[src/rtl/dbus_write_buffer_pkg.sv]
// Bus request/response types and write-buffer state types for the data-bus
// write buffer.
package dbus_write_buffer_pkg;

  typedef struct packed {
    logic        valid;
    logic [31:0] addr;
    logic [2:0]  size;
    logic [3:0]  strobe;
    logic [31:0] data;
  } dbus_req_t;

  typedef struct packed {
    logic        addr_ok;
    logic        data_ok;
    logic [31:0] data;
  } dbus_resp_t;

  typedef struct packed {
    logic [31:0] addr;
    logic [2:0]  size;
    logic [3:0]  strobe;
    logic [31:0] data;
  } wb_entry_t;

  typedef enum logic [1:0] {D_IDLE, D_ADDR, D_DATA} drain_stat_t;
  typedef enum logic [1:0] {L_IDLE, L_ADDR, L_DATA} load_stat_t;

  function automatic logic is_store(dbus_req_t r);
    return r.valid && (r.strobe != 4'b0000);
  endfunction

endpackage

[src/rtl/dbus_write_buffer_fifo.sv]
// Circular store FIFO; pointers wrap modulo DEPTH (power of two).
module wb_fifo
  import dbus_write_buffer_pkg::*;
#(
  parameter int DEPTH = 4
) (
  input  logic                     clk,
  input  logic                     reset,
  input  logic                     push,
  input  wb_entry_t                push_data,
  input  logic                     pop,
  output wb_entry_t                head_data,
  output logic                     full,
  output logic                     empty,
  output logic [$clog2(DEPTH):0]   count
);

  localparam int AW = $clog2(DEPTH);
  localparam int CW = AW + 1;

  wb_entry_t       mem_q [DEPTH];
  wb_entry_t       mem_d [DEPTH];
  logic [AW-1:0]   head_q, head_d, tail_q, tail_d;
  logic [CW-1:0]   count_q, count_d;
  logic            push_ok, pop_ok;

  assign full      = (count_q == CW'(DEPTH));
  assign empty     = (count_q == '0);
  assign count     = count_q;
  assign head_data = mem_q[head_q];
  assign push_ok   = push && !full;
  assign pop_ok    = pop && !empty;

  always_comb begin
    mem_d   = mem_q;
    head_d  = head_q;
    tail_d  = tail_q;
    count_d = count_q + CW'(push_ok) - CW'(pop_ok);
    if (push_ok) begin
      mem_d[tail_q] = push_data;
      tail_d        = tail_q + AW'(1);
    end
    if (pop_ok) head_d = head_q + AW'(1);
  end

  always_ff @(posedge clk) begin
    mem_q <= mem_d;
    if (reset) begin
      head_q  <= '0;
      tail_q  <= '0;
      count_q <= '0;
    end else begin
      head_q  <= head_d;
      tail_q  <= tail_d;
      count_q <= count_d;
    end
  end

endmodule

[src/rtl/dbus_write_buffer.sv]
// Write buffer between core dbus and memory: stores are acked at once and
// drained in order; loads pass through only when the buffer is empty.
//
// state  | meaning
// D_IDLE | no write outstanding; issues head entry combinationally when count>0
// D_ADDR | head write presented, waiting for mresp.addr_ok
// D_DATA | head write accepted, waiting for mresp.data_ok
// L_IDLE | no load outstanding
// L_ADDR | load forwarded to memory, waiting for mresp.addr_ok
// L_DATA | load accepted, response passed through on mresp.data_ok
module dbus_write_buffer
  import dbus_write_buffer_pkg::*;
#(
  parameter int DEPTH = 4
) (
  input  logic       clk,
  input  logic       reset,
  input  dbus_req_t  creq,
  output dbus_resp_t cresp,
  output dbus_req_t  mreq,
  input  dbus_resp_t mresp
);

  drain_stat_t d_q, d_d;
  load_stat_t  l_q, l_d;

  wb_entry_t                 head_data, push_data;
  logic                      full, empty, push, pop;
  logic [$clog2(DEPTH):0]    count;
  logic                      drain_issue, store_acc, load_start;

  assign push_data   = '{addr: creq.addr, size: creq.size, strobe: creq.strobe, data: creq.data};
  assign store_acc   = is_store(creq) && !full && !reset;
  assign push        = store_acc;
  // Idle drain presents the head immediately so a store reaches memory one cycle after its ack.
  assign drain_issue = ((d_q == D_IDLE) && !empty && (l_q == L_IDLE)) || (d_q == D_ADDR);
  assign load_start  = creq.valid && (creq.strobe == 4'b0000) && empty && (d_q == D_IDLE);

  wb_fifo #(.DEPTH(DEPTH)) u_fifo (
    .clk       (clk),
    .reset     (reset),
    .push      (push),
    .push_data (push_data),
    .pop       (pop),
    .head_data (head_data),
    .full      (full),
    .empty     (empty),
    .count     (count)
  );

  always_ff @(posedge clk) begin
    if (reset) begin
      d_q <= D_IDLE;
      l_q <= L_IDLE;
    end else begin
      d_q <= d_d;
      l_q <= l_d;
    end
  end

  always_comb begin
    d_d = d_q;
    l_d = l_q;
    case (d_q)
      D_IDLE: if (drain_issue) d_d = mresp.addr_ok ? (mresp.data_ok ? D_IDLE : D_DATA) : D_ADDR;
      D_ADDR: if (mresp.addr_ok) d_d = mresp.data_ok ? D_IDLE : D_DATA;
      D_DATA: if (mresp.data_ok) d_d = D_IDLE;
      default: d_d = D_IDLE;
    endcase
    case (l_q)
      L_IDLE: if (load_start) l_d = L_ADDR;
      L_ADDR: if (mresp.addr_ok) l_d = mresp.data_ok ? L_IDLE : L_DATA;
      L_DATA: if (mresp.data_ok) l_d = L_IDLE;
      default: l_d = L_IDLE;
    endcase
  end

  always_comb begin
    mreq  = '0;
    cresp = '0;
    pop   = 1'b0;
    if (store_acc) begin
      cresp.addr_ok = 1'b1;
      cresp.data_ok = 1'b1;
    end
    if (drain_issue) begin
      mreq.valid  = 1'b1;
      mreq.addr   = head_data.addr;
      mreq.size   = head_data.size;
      mreq.strobe = head_data.strobe;
      mreq.data   = head_data.data;
      pop         = mresp.addr_ok && mresp.data_ok;
    end
    if (d_q == D_DATA) pop = mresp.data_ok;
    if (l_q == L_ADDR) begin
      mreq          = creq;
      cresp.addr_ok = mresp.addr_ok;
      cresp.data_ok = mresp.addr_ok && mresp.data_ok;
      cresp.data    = mresp.data;
    end
    if (l_q == L_DATA) begin
      cresp.data_ok = cresp.data_ok | mresp.data_ok;
      cresp.data    = mresp.data;
    end
  end

endmodule
[config.mk]
export PLATFORM = sky130hd
export DESIGN_NAME = dbus_write_buffer
export DESIGN_NICKNAME = d
export VERILOG_FILES = /design/src/rtl/dbus_write_buffer_pkg.sv /design/src/rtl/dbus_write_buffer_fifo.sv /design/src/rtl/dbus_write_buffer.sv
export SDC_FILE = /design/constraint.sdc
export NUM_CORES = 1
export LEC_CHECK = 0
export ABC_AREA = 1
export CAP_MARGIN = 20
export CORE_UTILIZATION = 48
export CTS_CLUSTER_DIAMETER = 80
export DETAILED_ROUTE_END_ITERATION = 10
export PLACE_DENSITY_LB_ADDON = 0.12
export RECOVER_POWER = 25
export SYNTH_ARGS = -nofsm -noshare
export SYNTH_HDL_FRONTEND = slang
export SYNTH_SLANG_ARGS = --single-unit
[constraint.sdc]
create_clock -name clk -period 4.9 [get_ports clk]
set_clock_uncertainty 0.2 [all_clocks]
set_input_delay 0.735 -clock clk [delete_from_list [all_inputs] [get_ports clk]]
set_output_delay 0.735 -clock clk [all_outputs]
set_load 0.03 [all_outputs]
==> impl_metrics.ini <==
[yosys]
synthMuxAreaShare_pct = 0
synth_top_cells_by_count = nand2_1 (288), edfxtp_1 (284), a21oi_1 (75), a32o_1 (67), inv_1 (62)
synthArstFlopShare_pct = 0
synth_top_family_by_area = compound AO/OA/AOI/OAI gates
synth_ff_type = edfxtp_1
yosys_warnings = 0
netlist_area_um2 = 12430
synth_simple_gate_area_share_pct = 11.06
synth.ff_latch_count = 295
seq_area_frac_synth_pct = 70.36
synth_fp_nets = 1136
synthXorXnorAreaFrac_pct = 0.1409
synth_edf_count = 284
synth-compound-area-share_pct = 12.37
syn_inst = 1021
synth_area_leaders = edfxtp_1 (69%), nand2_1 (8.7%), a32o_1 (5.4%)
yosysTopAreaCell = edfxtp_1
syn_avg_cell_area_um2 = 12.18
synthDominantCellAreaShare_pct = 68.59
yosysMostFrequentCell = nand2_1
ys_types = 31
synth_fa_ha_area_share_pct = 0.7648

[timing]
setup_viol = 0
rsz0062_at_grt = no
timing.slew.headroom_pct = 37.71
finalCriticalPeriod_ps = 4197
finalWorstSetupSlack_ps = 702.6
fmax_mhz = 238.2
finalHoldViolCount = 0
maxSlewViolCount = 0
setup_tns_ps = 0
tightest_slew_ps = 934.3
finalCritPeriodShare_pct = 85.66

[final_layout]
drive_gt1_share_pct = 6.345
area_growth_pct = 26.78
fin_nets = 1337

[drt]
wl_per_cell_um = 17.41
drt_iter0_markers = 558
vias = 8452
routed_wirelength_um = 27450
viasPerCell = 5.360
firstDrtPassIters = 5
final_antenna_net_count = 0
drc = 0

[worst_setup_path]
path_max_fanout = 79
startpoint_type = flip-flop
cp.arrival_ps = 3260
worstSetupPathType = flip-flop to output pin
crit_path_end_kind = output pin
required_ps = 3960

[place]
pre_cts_ws_ps = 960.0
dp_hpwl_um = 15960
gp_congestion = 0.8106
port-buffer-count = 213

[status]
run_status = finished, final reports clean

[global_route]
grt_most_used_layer = met2
antenna_found_initial = 2
grt_max_degree = 83
grt_pass1_vias = 8186
met2_usage_pct = 35.15
use_met3_pct = 3.387
grt_pass1_wl_um = 42810
met1_usage_pct = 27.69
gr-total-overflow = 0
track_usage_pct = 20.58

[die]
core_area_um2 = 25330
dieArea_um2 = 26550
fp.dieH_um = 162.9
initial_utilization_pct = 49.09
die_width_um = 162.9
placementRows = 58
io_pins = 214

[cts]
cts-root-buf = clkbuf_16
cts_buffers = 30
cts_hold_buf = 0
cts_sinks = 295
clk-insertion-delay-late_ps = 560
post_cts_resize_count = 0
post-cts-setup-buffer-count = 0
cts_tree = built
clockBufferDepth = 3
path_clk_slew_ps = 70
htree_levels = 1

[pwr]
ir_worst_vdd_mv = 0.3025
pwr_density_cell_nw_per_um2 = 493.4
p_leak_nw = 5.659

[worst_hold_path]
hp-class = flip-flop to flip-flop

[flow_run]
maxCapViolCount = 0
-- critical path: stages, from the launching register on --
cell	delay [ps]
dfxtp_1	420
inv_4	670
buf_4	440
a21oi_1	70
a32o_1	240
o21ai_1	150
clkdlybuf4s50_1	690
-- state kept, by name, indices dropped and copies added, names as in the netlist --
signal / cells
u_fifo.mem_q: 284
u_fifo.count: 3
d_q: 2
l_q: 2
u_fifo.head_q: 2
u_fifo.tail_q: 2
-- where the power goes --
group	internal [mW]	leakage, nW	total, mW	switching, mW
clock	1.30	0.467	2.20	0.896
combinational	0.986	2.53	2.66	1.68
sequential	2.89	2.67	2.92	0.0291
-- path summary, 6_finish.rpt --
check,startpoint,end,slack (ps),cells past startpoint
worst max register to register,u_fifo.count[1],u_fifo.count[2],2310,13
worst max-delay path,u_fifo.head_q[1],mreq[55],700,6
worst min register to register,l_q[0],l_q[1],310,2
worst min-delay path,l_q[0],l_q[1],310,2
-- per-stage QoR --
stage / instances / instance area, µm² / total power [mW] / utilization, % / hold slack, ps
final: 1577 / 15760 / 7.778 / 62.24 / 313.9
after floorplan: 1021 / 12430 / 4.589 / - / 272.5
after global placement: 1520 / 14800 / 5.644 / 58.45 / 314.3
after global routing: 1576 / 15760 / 8.096 / 62.23 / 331.1
after detailed placement: 1520 / 14800 / 5.662 / 58.45 / 308.0
after CTS: 1575 / 15760 / 7.857 / 62.22 / 315.7
-- cell usage in the layout, fill, tap and decap left out, drive strengths merged --
cell type / synthesis / layout
a211oi: 1 / 1
a21boi: 1 / 1
a21oi: 75 / 75
a32o: 67 / 67
buf: 54 / 19
bufinv: 0 / 3
clkbuf: 9 / 43
clkdlybuf4s50: 0 / 168
clkinv: 0 / 9
dfxtp: 11 / 11
diode: 0 / 2
dlygate4sd3: 0 / 45
edfxtp: 284 / 284
fa: 1 / 1
ha: 6 / 6
inv: 67 / 67
nand2: 289 / 289
nand3: 9 / 9
nand4: 4 / 4
nor2: 53 / 53
nor3: 1 / 1
o211ai: 1 / 1
o21ai: 78 / 78
o22a: 4 / 4
o22ai: 4 / 4
xnor2: 1 / 1
xor2: 1 / 1
-- cell type report --
cell class,count,area [µm²]
well taps,330,412.9
clock inverters,12,143.9
flip-flops and latches,295,8752
repair buffers,232,2325
clock buffers,43,809.5
diodes,2,5.005
multi-input cells,596,3058
inverters,67,256.5
fillers,2002,9564
-- per-layer routing --
metal  vias to the layer above  part of all wire [%]
met5                         -                     0
met2                       289                    49
met3                        37                   6.2
met1                      4068                    44
li1                       4058                     -
met4                         0                   1.4
-- cell families after synthesis --
logic type	Yosys count
buf+inv	130
compound gates	231
fa+ha+maj	7
simple gates	356
xor+xnor	2
flops	295
No activity file was read; power rests on OpenSTA's default activity.
